[src/rtl/tcp_opt_pkg.sv]
// Shared TCP option definitions: kind/length constants and option FSM encoding.
// Used by both the option encoder and the option decoder.
package tcp_opt_pkg;

  localparam logic [7:0] KIND_EOL   = 8'd0;
  localparam logic [7:0] KIND_NOP   = 8'd1;
  localparam logic [7:0] KIND_MSS   = 8'd2;
  localparam logic [7:0] KIND_WS    = 8'd3;
  localparam logic [7:0] KIND_SACKP = 8'd4;
  localparam logic [7:0] KIND_SACK  = 8'd5;
  localparam logic [7:0] KIND_TS    = 8'd8;

  localparam logic [7:0] LEN_MSS      = 8'd4;
  localparam logic [7:0] LEN_WS       = 8'd3;
  localparam logic [7:0] LEN_SACKP    = 8'd2;
  localparam logic [7:0] LEN_TS       = 8'd10;
  localparam logic [7:0] LEN_SACK_HDR = 8'd2;

  typedef enum logic [3:0] {
    ST_IDLE,
    ST_MSS,
    ST_TS_HDR,
    ST_TSVAL,
    ST_TSECR,
    ST_SACKP,
    ST_WS,
    ST_SACK_HDR,
    ST_SACK_L,
    ST_SACK_R,
    ST_DONE
  } opt_state_e;

  // SACK option length byte: 2 header bytes plus 8 per block.
  function automatic logic [7:0] sack_len(input logic [2:0] n);
    return LEN_SACK_HDR + {2'b00, n, 3'b000};
  endfunction

endpackage

[src/rtl/tcp_option_len_calc.sv]
// Combinational option-area sizing: SACK block count that fits, total length
// in words, and whether the requested SACK count had to be reduced.
module tcp_option_len_calc #(
  parameter int unsigned MAX_OPT_WORDS = 10,
  parameter int unsigned MAX_SACK      = 4
) (
  input  logic       mss_en,
  input  logic       ws_en,
  input  logic       sackp_en,
  input  logic       ts_en,
  input  logic [2:0] sack_nbr,
  output logic [2:0] n,
  output logic [3:0] opt_words,
  output logic       sack_trunc
);

  logic [2:0] other;
  logic [2:0] req;
  logic [2:0] room;

  always_comb begin
    other = {2'b00, mss_en} + {2'b00, ws_en}
          + (ts_en ? 3'd3 : (sackp_en ? 3'd1 : 3'd0));
    req   = (sack_nbr > 3'(MAX_SACK)) ? 3'(MAX_SACK) : sack_nbr;
    // One word goes to the SACK header, each block needs two.
    room  = ({1'b0, other} >= 4'(MAX_OPT_WORDS)) ? 3'd0
          : 3'((4'(MAX_OPT_WORDS) - 4'd1 - {1'b0, other}) >> 1);
    n          = (req < room) ? req : room;
    sack_trunc = (n < req);
    opt_words  = {1'b0, other} + ((n != 3'd0) ? {n, 1'b1} : 4'd0);
  end

endmodule

[src/rtl/tcp_option_encoder.sv]
// TCP option serialiser: captures option fields on start and streams them as
// word-aligned, NOP-padded 32-bit words with a valid/ready handshake.
module tcp_option_encoder
  import tcp_opt_pkg::*;
#(
  parameter int unsigned MAX_OPT_WORDS = 10,
  parameter int unsigned MAX_SACK      = 4
) (
  input  logic        clk,
  input  logic        reset,
  input  logic        start,
  input  logic        mss_en,
  input  logic [15:0] mss,
  input  logic        wscale_en,
  input  logic [7:0]  scale_wnd,
  input  logic        sackp_en,
  input  logic [2:0]  sack_nbr,
  input  logic [63:0] sack_n0,
  input  logic [63:0] sack_n1,
  input  logic [63:0] sack_n2,
  input  logic [63:0] sack_n3,
  input  logic        ts_en,
  input  logic [63:0] time_stp,
  output logic [31:0] out_data,
  output logic        out_valid,
  input  logic        out_ready,
  output logic        out_last,
  output logic [3:0]  opt_words,
  output logic        sack_trunc,
  output logic        busy,
  output logic        done
);

  opt_state_e        state_q, state_d;
  logic [1:0]        idx_q, idx_d;
  logic [2:0]        n_q, n_d;
  logic              mss_en_q, mss_en_d, ws_en_q, ws_en_d;
  logic              sackp_en_q, sackp_en_d, ts_en_q, ts_en_d;
  logic [15:0]       mss_q, mss_d;
  logic [7:0]        scale_q, scale_d;
  logic [63:0]       ts_q, ts_d;
  logic [3:0][63:0]  sack_q, sack_d;
  logic [31:0]       out_data_q, out_data_d;
  logic              out_valid_q, out_valid_d, out_last_q, out_last_d;
  logic [3:0]        opt_words_q, opt_words_d;
  logic              sack_trunc_q, sack_trunc_d, busy_q, busy_d, done_q, done_d;

  logic [2:0]        calc_n;
  logic [3:0]        calc_words;
  logic              calc_trunc;
  logic [31:0]       word;
  opt_state_e        nxt;

  tcp_option_len_calc #(
    .MAX_OPT_WORDS(MAX_OPT_WORDS),
    .MAX_SACK     (MAX_SACK)
  ) u_len_calc (
    .mss_en    (mss_en),
    .ws_en     (wscale_en),
    .sackp_en  (sackp_en),
    .ts_en     (ts_en),
    .sack_nbr  (sack_nbr),
    .n         (calc_n),
    .opt_words (calc_words),
    .sack_trunc(calc_trunc)
  );

  // Next word-producing state after s; disabled options fall through by enum order.
  function automatic opt_state_e next_state(input opt_state_e s, input logic m, input logic t,
                                            input logic sp, input logic w,
                                            input logic [2:0] n, input logic [1:0] idx);
    opt_state_e r;
    if (s < ST_MSS && m)                                  r = ST_MSS;
    else if (s < ST_TS_HDR && t)                          r = ST_TS_HDR;
    else if (s == ST_TS_HDR)                              r = ST_TSVAL;
    else if (s == ST_TSVAL)                               r = ST_TSECR;
    else if (s < ST_SACKP && sp && !t)                    r = ST_SACKP;
    else if (s < ST_WS && w)                              r = ST_WS;
    else if (s < ST_SACK_HDR && n != 3'd0)                r = ST_SACK_HDR;
    else if (s == ST_SACK_HDR)                            r = ST_SACK_L;
    else if (s == ST_SACK_L)                              r = ST_SACK_R;
    else if (s == ST_SACK_R && {1'b0, idx} != n - 3'd1)   r = ST_SACK_L;
    else                                                  r = ST_DONE;
    return r;
  endfunction

  always_comb begin
    word = '0;
    unique case (state_q)
      ST_MSS:      word = {KIND_MSS, LEN_MSS, mss_q};
      ST_TS_HDR:   word = sackp_en_q ? {KIND_SACKP, LEN_SACKP, KIND_TS, LEN_TS}
                                     : {KIND_NOP, KIND_NOP, KIND_TS, LEN_TS};
      ST_TSVAL:    word = ts_q[63:32];
      ST_TSECR:    word = ts_q[31:0];
      ST_SACKP:    word = {KIND_NOP, KIND_NOP, KIND_SACKP, LEN_SACKP};
      ST_WS:       word = {KIND_NOP, KIND_WS, LEN_WS, scale_q};
      ST_SACK_HDR: word = {KIND_NOP, KIND_NOP, KIND_SACK, sack_len(n_q)};
      ST_SACK_L:   word = sack_q[idx_q][63:32];
      ST_SACK_R:   word = sack_q[idx_q][31:0];
      default:     word = '0;
    endcase
  end

  always_comb begin
    state_d      = state_q;
    idx_d        = idx_q;
    n_d          = n_q;
    mss_en_d     = mss_en_q;
    ws_en_d      = ws_en_q;
    sackp_en_d   = sackp_en_q;
    ts_en_d      = ts_en_q;
    mss_d        = mss_q;
    scale_d      = scale_q;
    ts_d         = ts_q;
    sack_d       = sack_q;
    out_data_d   = out_data_q;
    out_valid_d  = out_valid_q;
    out_last_d   = out_last_q;
    opt_words_d  = opt_words_q;
    sack_trunc_d = sack_trunc_q;
    busy_d       = busy_q;
    done_d       = 1'b0;
    nxt          = next_state(state_q, mss_en_q, ts_en_q, sackp_en_q, ws_en_q, n_q, idx_q);

    if (state_q == ST_IDLE) begin
      if (start) begin
        mss_en_d     = mss_en;
        ws_en_d      = wscale_en;
        sackp_en_d   = sackp_en;
        ts_en_d      = ts_en;
        mss_d        = mss;
        scale_d      = scale_wnd;
        ts_d         = time_stp;
        sack_d       = {sack_n3, sack_n2, sack_n1, sack_n0};
        n_d          = calc_n;
        opt_words_d  = calc_words;
        sack_trunc_d = calc_trunc;
        idx_d        = 2'd0;
        busy_d       = 1'b1;
        state_d      = next_state(ST_IDLE, mss_en, ts_en, sackp_en, wscale_en, calc_n, 2'd0);
      end
    end else if (!out_valid_q || out_ready) begin
      // Output slot is free: either load the word for state_q or, in DONE, retire.
      if (state_q == ST_DONE) begin
        state_d     = ST_IDLE;
        out_valid_d = 1'b0;
        out_last_d  = 1'b0;
        busy_d      = 1'b0;
        done_d      = 1'b1;
      end else begin
        out_data_d  = word;
        out_valid_d = 1'b1;
        out_last_d  = (nxt == ST_DONE);
        state_d     = nxt;
        if (state_q == ST_SACK_R) idx_d = idx_q + 2'd1;
      end
    end
  end

  always_ff @(posedge clk) begin
    if (reset) begin
      state_q      <= ST_IDLE;
      idx_q        <= '0;
      n_q          <= '0;
      mss_en_q     <= 1'b0;
      ws_en_q      <= 1'b0;
      sackp_en_q   <= 1'b0;
      ts_en_q      <= 1'b0;
      mss_q        <= '0;
      scale_q      <= '0;
      ts_q         <= '0;
      sack_q       <= '0;
      out_data_q   <= '0;
      out_valid_q  <= 1'b0;
      out_last_q   <= 1'b0;
      opt_words_q  <= '0;
      sack_trunc_q <= 1'b0;
      busy_q       <= 1'b0;
      done_q       <= 1'b0;
    end else begin
      state_q      <= state_d;
      idx_q        <= idx_d;
      n_q          <= n_d;
      mss_en_q     <= mss_en_d;
      ws_en_q      <= ws_en_d;
      sackp_en_q   <= sackp_en_d;
      ts_en_q      <= ts_en_d;
      mss_q        <= mss_d;
      scale_q      <= scale_d;
      ts_q         <= ts_d;
      sack_q       <= sack_d;
      out_data_q   <= out_data_d;
      out_valid_q  <= out_valid_d;
      out_last_q   <= out_last_d;
      opt_words_q  <= opt_words_d;
      sack_trunc_q <= sack_trunc_d;
      busy_q       <= busy_d;
      done_q       <= done_d;
    end
  end

  assign out_data   = out_data_q;
  assign out_valid  = out_valid_q;
  assign out_last   = out_last_q;
  assign opt_words  = opt_words_q;
  assign sack_trunc = sack_trunc_q;
  assign busy       = busy_q;
  assign done       = done_q;

endmodule
[config.mk]
export PLATFORM = sky130hd
export DESIGN_NAME = tcp_option_encoder
export DESIGN_NICKNAME = d
export VERILOG_FILES = /design/src/rtl/tcp_opt_pkg.sv /design/src/rtl/tcp_option_len_calc.sv /design/src/rtl/tcp_option_encoder.sv
export SDC_FILE = /design/constraint.sdc
export NUM_CORES = 1
export LEC_CHECK = 0
export ABC_CLOCK_PERIOD_IN_PS = 3900
export CORE_ASPECT_RATIO = 0.6
export CORE_MARGIN = 2
export CORE_UTILIZATION = 34
export DETAILED_ROUTE_END_ITERATION = 8
export HOLD_SLACK_MARGIN = 0.1
export SLEW_MARGIN = 20
export SYNTH_ARGS = -nofsm -noshare
export SYNTH_HDL_FRONTEND = slang
export SYNTH_HIERARCHICAL = 1
export SYNTH_SLANG_ARGS = --single-unit
[constraint.sdc]
create_clock -name clk -period 3.9 [get_ports clk]
set_clock_uncertainty 0.05 [all_clocks]
set_input_delay 0.585 -clock clk [delete_from_list [all_inputs] [get_ports clk]]
set_output_delay 0.585 -clock clk [all_outputs]
set_load 0.1 [all_outputs]
==> impl_metrics.env, run 1 <==
export IMPL_gpl_final_weighted_congestion=0.894
export IMPL_first_iter_violations=1166
export IMPL_hold_path_class="flop to flop"
export IMPL_route_detailed_drc=0
export IMPL_grt_setup_unrepaired="no"
export IMPL_timing_critical_path_arrival_ns=3.83
export IMPL_critical_path_peak_fanout=4
export IMPL_worst_setup_path_type="primary input to flop"
export IMPL_internal_pwr_total_mw=8.95
export IMPL_clkSinkCount=397
export IMPL_hold_worst_slack_ns=0.400
export IMPL_die_h_um=178
export IMPL_dr_total_vias=15800
export IMPL_p_leak_nw=7.92
export IMPL_final_util_pct=46.2
export IMPL_cp_required_ns=4.32
export IMPL_max_slew_worst_pin_slew_ns=1.05
export IMPL_critical_path_top_delay_family="adder cells"
export IMPL_grt_first_pass_wirelength_um=92900
export IMPL_port_buffers=395
export IMPL_synth_seq_cells=397
export IMPL_final_setup_worst_slack_ns=0.493
export IMPL_cp_capture_type="flop"
export IMPL_fill_count=4817
export IMPL_whs_endpoint="sack_q[191]$_SDFFE_PP0P_"
export IMPL_cellPowerDensity_nw_per_um2=630
export IMPL_worstHoldPathCells=2
export IMPL_total_setup_buffers_inserted_after_cts=0
export IMPL_clockPowerShare_pct=28.9
export IMPL_grt_use_total_pct=23.5
export IMPL_drt_total_wl_um=62900
export IMPL_register_area_um2=7960
export IMPL_cts_buffers_inserted=41
export IMPL_hold_viol=0
export IMPL_final_max_tran_viols=0
export IMPL_initial_core_utilization_pct=34.5
export IMPL_clk_root_buffer_cell="sky130_fd_sc_hd__clkbuf_16"
export IMPL_most_instantiated_flip_flop_cell_in_the_synthesis_netlist="sky130_fd_sc_hd__dfxtp_1"
export IMPL_power_spent_charging_and_discharging_nets_mw=5.48
export IMPL_multiInputGateArea_um2=8220
export IMPL_number_of_buffer_and_inverter_instances_along_the_worst_setup_path=6
export IMPL_via_per_inst=5.18
export IMPL_outcome="complete, no violations"
export IMPL_vdd_drop_max_mv=0.313
export IMPL_setup_reg_to_reg_worst_slack_ns=1.19
export IMPL_worst_r2r_endpoint="sack_q[139]$_SDFFE_PP0P_"
export IMPL_fmax_mhz=294
export IMPL_nNetsFinal=2736
export IMPL_max_slew_margin_rel_pct=30.1
export IMPL_rows=63
export IMPL_total_negative_slack_ns=0
export IMPL_finalWorstPathRequiredPeriod_ns=3.41
export IMPL_holdBufCountCts=0
export IMPL_count_of_endpoints_failing_setup_in_the_final_report=0
export IMPL_timing_reg2reg_worst_path_depth=6
export IMPL_worstSetupStartpointType="primary input"
export IMPL_yosysWarningCount=6
export IMPL_power_switching_share_pct=38.0
export IMPL_detailed_router_iteration_count_before_antenna_repair=5
export IMPL_place_worst_setup_slack_ns=-0.0649
export IMPL_synth_async_sr_flop_share_pct=0
export IMPL_ant_nets=0
export IMPL_path_common_cell="sky130_fd_sc_hd__inv_1"
export IMPL_cts_htree_levels=2
export IMPL_tritoncts="done"
export IMPL_seq_area_frac_synth_pct=46.4
export IMPL_layout_drive_gt1_share_pct=8.17
export IMPL_skew_pair_late_insertion_delay_ns=0.55
export IMPL_wl_per_cell_um=20.6
export IMPL_grt_antenna_before_repair=7
export IMPL_syn2layout_area_growth_pct=33.8
export IMPL_rr_startpoint="state_q[2]$_SDFFE_PP0P_"
export IMPL_crit_path_cell_trace="clkdlybuf4s50_1 > inv_1 > fa_1 > nand2b_1 > ha_1 > buf_4 > inv_2 > o32ai_2 > a22oi_1 > or2_1 > ha_1 > inv_1 > fa_1 > inv_1 > nand2_1 > a21oi_1"
export IMPL_final_period_utilization_pct=87.3
export IMPL_area_of_the_die_um2=52200
export IMPL_critPathSlowestCell="sky130_fd_sc_hd__clkdlybuf4s50_1"
export IMPL_post_dp_hpwl_um=45500
export IMPL_worst_hold_startpoint="sack_q[191]$_SDFFE_PP0P_"
export IMPL_syn_cell_area_um2=17100
export IMPL_maximum_number_of_pins_on_one_net_before_global_route_repair=152
export IMPL_max_cap_viol_count=0
export IMPL_grt_pass1_vias=15300
export IMPL_clkTransAtPathRegs_ns=0.06
export IMPL_cts_path_max_buffers=3
export IMPL_post_cts_resize_count=0
export IMPL_floorplan_die_width_um=294
export IMPL_post_synth_num_cell_types=67
export IMPL_comb_power_share_pct=34.1
export IMPL_synth_edf_count=0
export IMPL_design_core_area_um2=49600
export IMPL_synth_cells=2064
export IMPL_ios=396
export IMPL_syn_nets=2430
export IMPL_mean_post_synth_cell_area_um2=8.29
export IMPL_cp_max_stage_delay_ns=0.48
export IMPL_overflow=0
export IMPL_seq_power_share_pct=37.0
-- sequential cells by signal, summed over array words and instances (netlist names) --
| signal | count |
|---|---|
| busy | 1 |
| opt_words | 4 |
| out_data | 32 |
| mss_q | 16 |
| sackp_en_q | 1 |
| n_q | 3 |
| ts_q | 64 |
| ts_en_q | 1 |
| out_valid | 1 |
| scale_q | 8 |
| idx_q | 2 |
| sack_q | 256 |
| state_q | 4 |
| sack_trunc | 1 |
| done | 1 |
| ws_en_q | 1 |
| out_last | 1 |
-- worst reg2reg max path: stages, from the launching register on --
cell                      delay, ns
sky130_fd_sc_hd__dfxtp_1       0.46
sky130_fd_sc_hd__buf_4         0.30
sky130_fd_sc_hd__nor4_4        0.36
sky130_fd_sc_hd__and2_4        0.44
sky130_fd_sc_hd__buf_12        0.46
sky130_fd_sc_hd__nand2_1       0.40
sky130_fd_sc_hd__a21oi_1       0.15
-- synth_stat cells, drive strengths merged, types with 2 or more instances --
master   count  share of area [%]
clkbuf      87                1.9
a21o         7               0.31
a221oi       6               0.34
o31ai        7               0.31
buf         88                3.3
mux2i       12               0.70
nor4b        2               0.19
o2bb2ai      5               0.26
a32oi        2               0.10
xor2         3               0.15
nand2      740                 16
dfxtp      397                 46
and3b        2               0.10
a32o         2               0.12
mux2         4               0.29
a22oi       54                2.4
nor2b        4               0.16
or3          3               0.11
nand3        9               0.26
ha           9               0.66
o221ai       2               0.10
mux4        64                8.4
nor2        46                1.0
inv         20               0.44
o32ai        5               0.30
or3b         3               0.15
nor3b        4               0.20
a22o         5               0.26
fa           2               0.23
o21ai       43                1.3
and2         5               0.18
a21oi      387                 11
xnor2        2               0.10
or2          2              0.073
a221o        8               0.47
nand2b       9               0.33
-- cell families (layout without fill, tap and decap cells) --
family                     count (synthesis)  count (layout)  share of synthesized area (%)
adders and majority gates                 11              11                          0.892
AOI/OAI and AO/OA                        540             540                           17.9
xor gates and xnor gates                   5               5                          0.256
muxes                                     80              80                           9.43
other                                      0               5                              0
and+or+nand+nor                          836             836                           19.4
buffers and inverters                    195             531                           5.67
DFF                                      397             397                           46.4
-- power groups by stage --
stage | Combinational (mW) | Sequential [mW] | Clock (mW)
2_1_floorplan | 3.02 | 5.64 | 0
3_3_place_gp | 4.83 | 5.38 | 0
3_5_place_dp | 4.90 | 5.41 | 0
4_1_cts | 4.92 | 5.33 | 4.25
5_1_grt | 5.37 | 5.42 | 4.41
6_report | 4.92 | 5.34 | 4.17
-- routing by layer --
metal | up-vias | track usage (%) | part of all wire (%)
li1 | 7621 | - | -
met1 | 7675 | 33.0 | 47
met2 | 451 | 37.4 | 45
met3 | 75 | 4.55 | 6.2
met4 | 0 | 5.23 | 1.8
met5 | - | 0 | 0
-- cell usage in the layout, fill, tap and decap left out, drive strengths merged, types with 6 or more instances in the layout --
master,count
nor2,46
buf,44
nand2,740
a22oi,54
nand3,9
a21o,7
ha,9
dfxtp,397
clkinv,9
clkdlybuf4s50,394
a221oi,6
a21oi,387
nand2b,9
o31ai,7
mux2i,12
o21ai,43
clkbuf,56
inv,22
a221o,8
mux4,64
-- through the flow --
step / power, mW / instances / area [um2]
after floorplan: 8.66 / 2064 / 17100
after global placement: 10.2 / 2977 / 21500
after detailed placement: 10.3 / 2977 / 21500
after CTS: 14.5 / 3050 / 22900
after global routing: 15.2 / 3053 / 22900
final: 14.4 / 3055 / 22900
-- area by class of cell --
| class | count | share of cell area, % |
|---|---|---|
| Antenna cell | 5 | 0.0547 |
| Clock buffer | 56 | 5.17 |
| Clock inverter | 17 | 0.978 |
| Inverter | 20 | 0.328 |
| Multi-Input combinational cell | 1472 | 35.9 |
| Sequential cell | 397 | 34.8 |
| Tap cell | 650 | 3.55 |
| Timing Repair Buffer | 438 | 19.2 |
-- worst max-delay path by stage --
stage                       from  slack [ns]  depth (start not counted)                   endpoint
after detailed placement  mss_en       -0.06                         16  opt_words[1]$_SDFFE_PP0P_
after global routing      mss_en        0.26                         16  opt_words[1]$_SDFFE_PP0P_
after floorplan           mss_en        0.60                         15  opt_words[1]$_SDFFE_PP0P_
after global placement    mss_en       -0.06                         16  opt_words[1]$_SDFFE_PP0P_
after CTS                 mss_en        0.50                         16  opt_words[1]$_SDFFE_PP0P_
final                     mss_en        0.49                         16  opt_words[1]$_SDFFE_PP0P_
Power figures use the tool's default switching activity.
==> run 2, diff against run 1 <==
Settings changed: CTS_BUF_LIST from default to sky130_fd_sc_hd__clkbuf_2 sky130_fd_sc_hd__clkbuf_4 sky130_fd_sc_hd__clkbuf_8.
==> run 2 against run 1 <==
  * Final cell count is 1.2% higher
  * Global-route usage hardly changed
  * Combinational power hardly changed
  * Die area stayed put
  * Wire length is 0.24% higher
  * Count of clock-buffer cells in the layout is 42 higher
  * Flip-flop and latch count stayed put
  * Critical endpoint is now state_q[3]$_SDFFE_PP0P_
  * Non-clock buffer count stayed put
  * Total power is 1.7% lower
  * First-iteration DRC count is 8.2% higher
==> impl_metrics.env, run 2 (synthesis gave the netlist of run 1 again) <==
export IMPL_ios=396
export IMPL_grt_antenna_before_repair=9
export IMPL_route_detailed_drc=0
export IMPL_overflow=0
export IMPL_p_leak_nw=7.96
export IMPL_wl_per_cell_um=20.4
export IMPL_hold_worst_slack_ns=0.335
export IMPL_clk_root_buffer_cell="sky130_fd_sc_hd__clkbuf_8"
export IMPL_final_period_utilization_pct=85.2
export IMPL_outcome="complete, no violations"
export IMPL_grt_use_total_pct=23.5
export IMPL_cp_required_ns=4.42
export IMPL_cts_htree_levels=2
export IMPL_layout_cells_most_common_list="sky130_fd_sc_hd__nand2_1 (739), sky130_fd_sc_hd__dfxtp_1 (394), sky130_fd_sc_hd__clkdlybuf4s50_1 (394)"
export IMPL_skew_pair_late_insertion_delay_ns=0.64
export IMPL_fmax_mhz=301
export IMPL_cts_path_max_buffers=3
export IMPL_rows=63
export IMPL_area_of_the_die_um2=52200
export IMPL_tritoncts="done"
export IMPL_final_max_tran_viols=0
export IMPL_largest_register="sack_q"
export IMPL_first_iter_violations=1262
export IMPL_total_setup_buffers_inserted_after_cts=0
export IMPL_die_h_um=178
export IMPL_grt_setup_unrepaired="no"
export IMPL_cp_capture_type="flop"
export IMPL_gpl_final_weighted_congestion=0.894
export IMPL_post_dp_hpwl_um=45500
export IMPL_post_cts_resize_count=0
export IMPL_dr_total_vias=15900
export IMPL_cts_buffers_inserted=61
export IMPL_max_slew_worst_pin_slew_ns=1.04
export IMPL_holdBufCountCts=0
export IMPL_leading_cell_type_in_the_layout_fill_and_taps_excluded="sky130_fd_sc_hd__nand2_1"
export IMPL_port_buffers=395
export IMPL_syn2layout_area_growth_pct=33.7
export IMPL_total_negative_slack_ns=0
export IMPL_cellPowerDensity_nw_per_um2=620
export IMPL_critical_path_peak_fanout=4
export IMPL_grt_pass1_vias=15500
export IMPL_ant_nets=0
export IMPL_grt_first_pass_wirelength_um=92600
export IMPL_clkSinkCount=397
export IMPL_hold_viol=0
export IMPL_clkTransAtPathRegs_ns=0.06
export IMPL_max_cap_viol_count=0
export IMPL_max_slew_margin_rel_pct=30.3
export IMPL_worstSetupStartpointType="primary input"
export IMPL_total_power_mw=14.2
export IMPL_count_of_endpoints_failing_setup_in_the_final_report=0
export IMPL_via_per_inst=5.13
export IMPL_worst_setup_path_type="primary input to flop"
export IMPL_floorplan_die_width_um=294
export IMPL_max_reg_flops=256
export IMPL_hold_path_class="primary input to flop"
export IMPL_finalWorstPathRequiredPeriod_ns=3.32
export IMPL_drt_total_wl_um=63000
export IMPL_vdd_drop_max_mv=0.322
export IMPL_finalNonFillerCells=3093
export IMPL_detailed_router_iteration_count_before_antenna_repair=5
export IMPL_nNetsFinal=2756
export IMPL_initial_core_utilization_pct=34.5
export IMPL_design_core_area_um2=49600
export IMPL_dp_cells=2977
export IMPL_timing_critical_path_arrival_ns=3.85
export IMPL_final_util_pct=46.2
export IMPL_layout_drive_gt1_share_pct=9.77
export IMPL_setup_reg_to_reg_worst_slack_ns=1.17
export IMPL_maximum_number_of_pins_on_one_net_before_global_route_repair=152
[run 2: cell type report]
class	count	area, um2
clock buffer	98	1260
inverter	20	75.1
timing repair buffer	438	4410
tap	650	813
sequential	397	7960
multi-input combinational	1472	8220
fill	4834	26700
clock inverter	11	138
antenna	7	17.5
[run 2: where the power goes]
group	internal (mW)	switching, mW
sequential	4.81	0.532
clock	2.24	1.70
combinational	1.68	3.22
[run 2: worst paths after layout]
check,startpoint,endpoint,depth (start not counted)
max,mss_en,state_q[3]$_SDFFE_PP0P_,14
min,reset,sackp_en_q$_SDFFE_PP0P_,2
max reg2reg,state_q[2]$_SDFFE_PP0P_,sack_q[139]$_SDFFE_PP0P_,6
min reg2reg,sack_q[136]$_SDFFE_PP0P_,sack_q[136]$_SDFFE_PP0P_,2
[run 2: through the flow]
| stage | area, um2 | setup WS [ns] |
|---|---|---|
| floorplan | 17100 | 0.598 |
| global placement | 21500 | -0.0649 |
| detailed placement | 21500 | -0.0649 |
| CTS | 22900 | 0.606 |
| global route | 22900 | 0.378 |
| finish | 22900 | 0.577 |
[run 2: worst max-delay path, cell delays in order]
cell and delay (ns):
sky130_fd_sc_hd__clkdlybuf4s50_1 0.48, sky130_fd_sc_hd__inv_1 0.06, sky130_fd_sc_hd__fa_1 0.45, sky130_fd_sc_hd__nand2b_1 0.18, sky130_fd_sc_hd__ha_1 0.24, sky130_fd_sc_hd__buf_4 0.13, sky130_fd_sc_hd__inv_2 0.03, sky130_fd_sc_hd__o32ai_2 0.37
sky130_fd_sc_hd__a21oi_1 0.11, sky130_fd_sc_hd__or3_1 0.39, sky130_fd_sc_hd__or3_1 0.37, sky130_fd_sc_hd__nor3_1 0.14, sky130_fd_sc_hd__o21ai_0 0.12, sky130_fd_sc_hd__a21oi_1 0.18
[run 2: per-layer routing]
metal | part of all wire, % | track usage [%]
met1 | 46 | 32.3
met2 | 44 | 36.2
met3 | 7.3 | 5.44
met4 | 2.9 | 7.38
met5 | 0.27 | 2.44
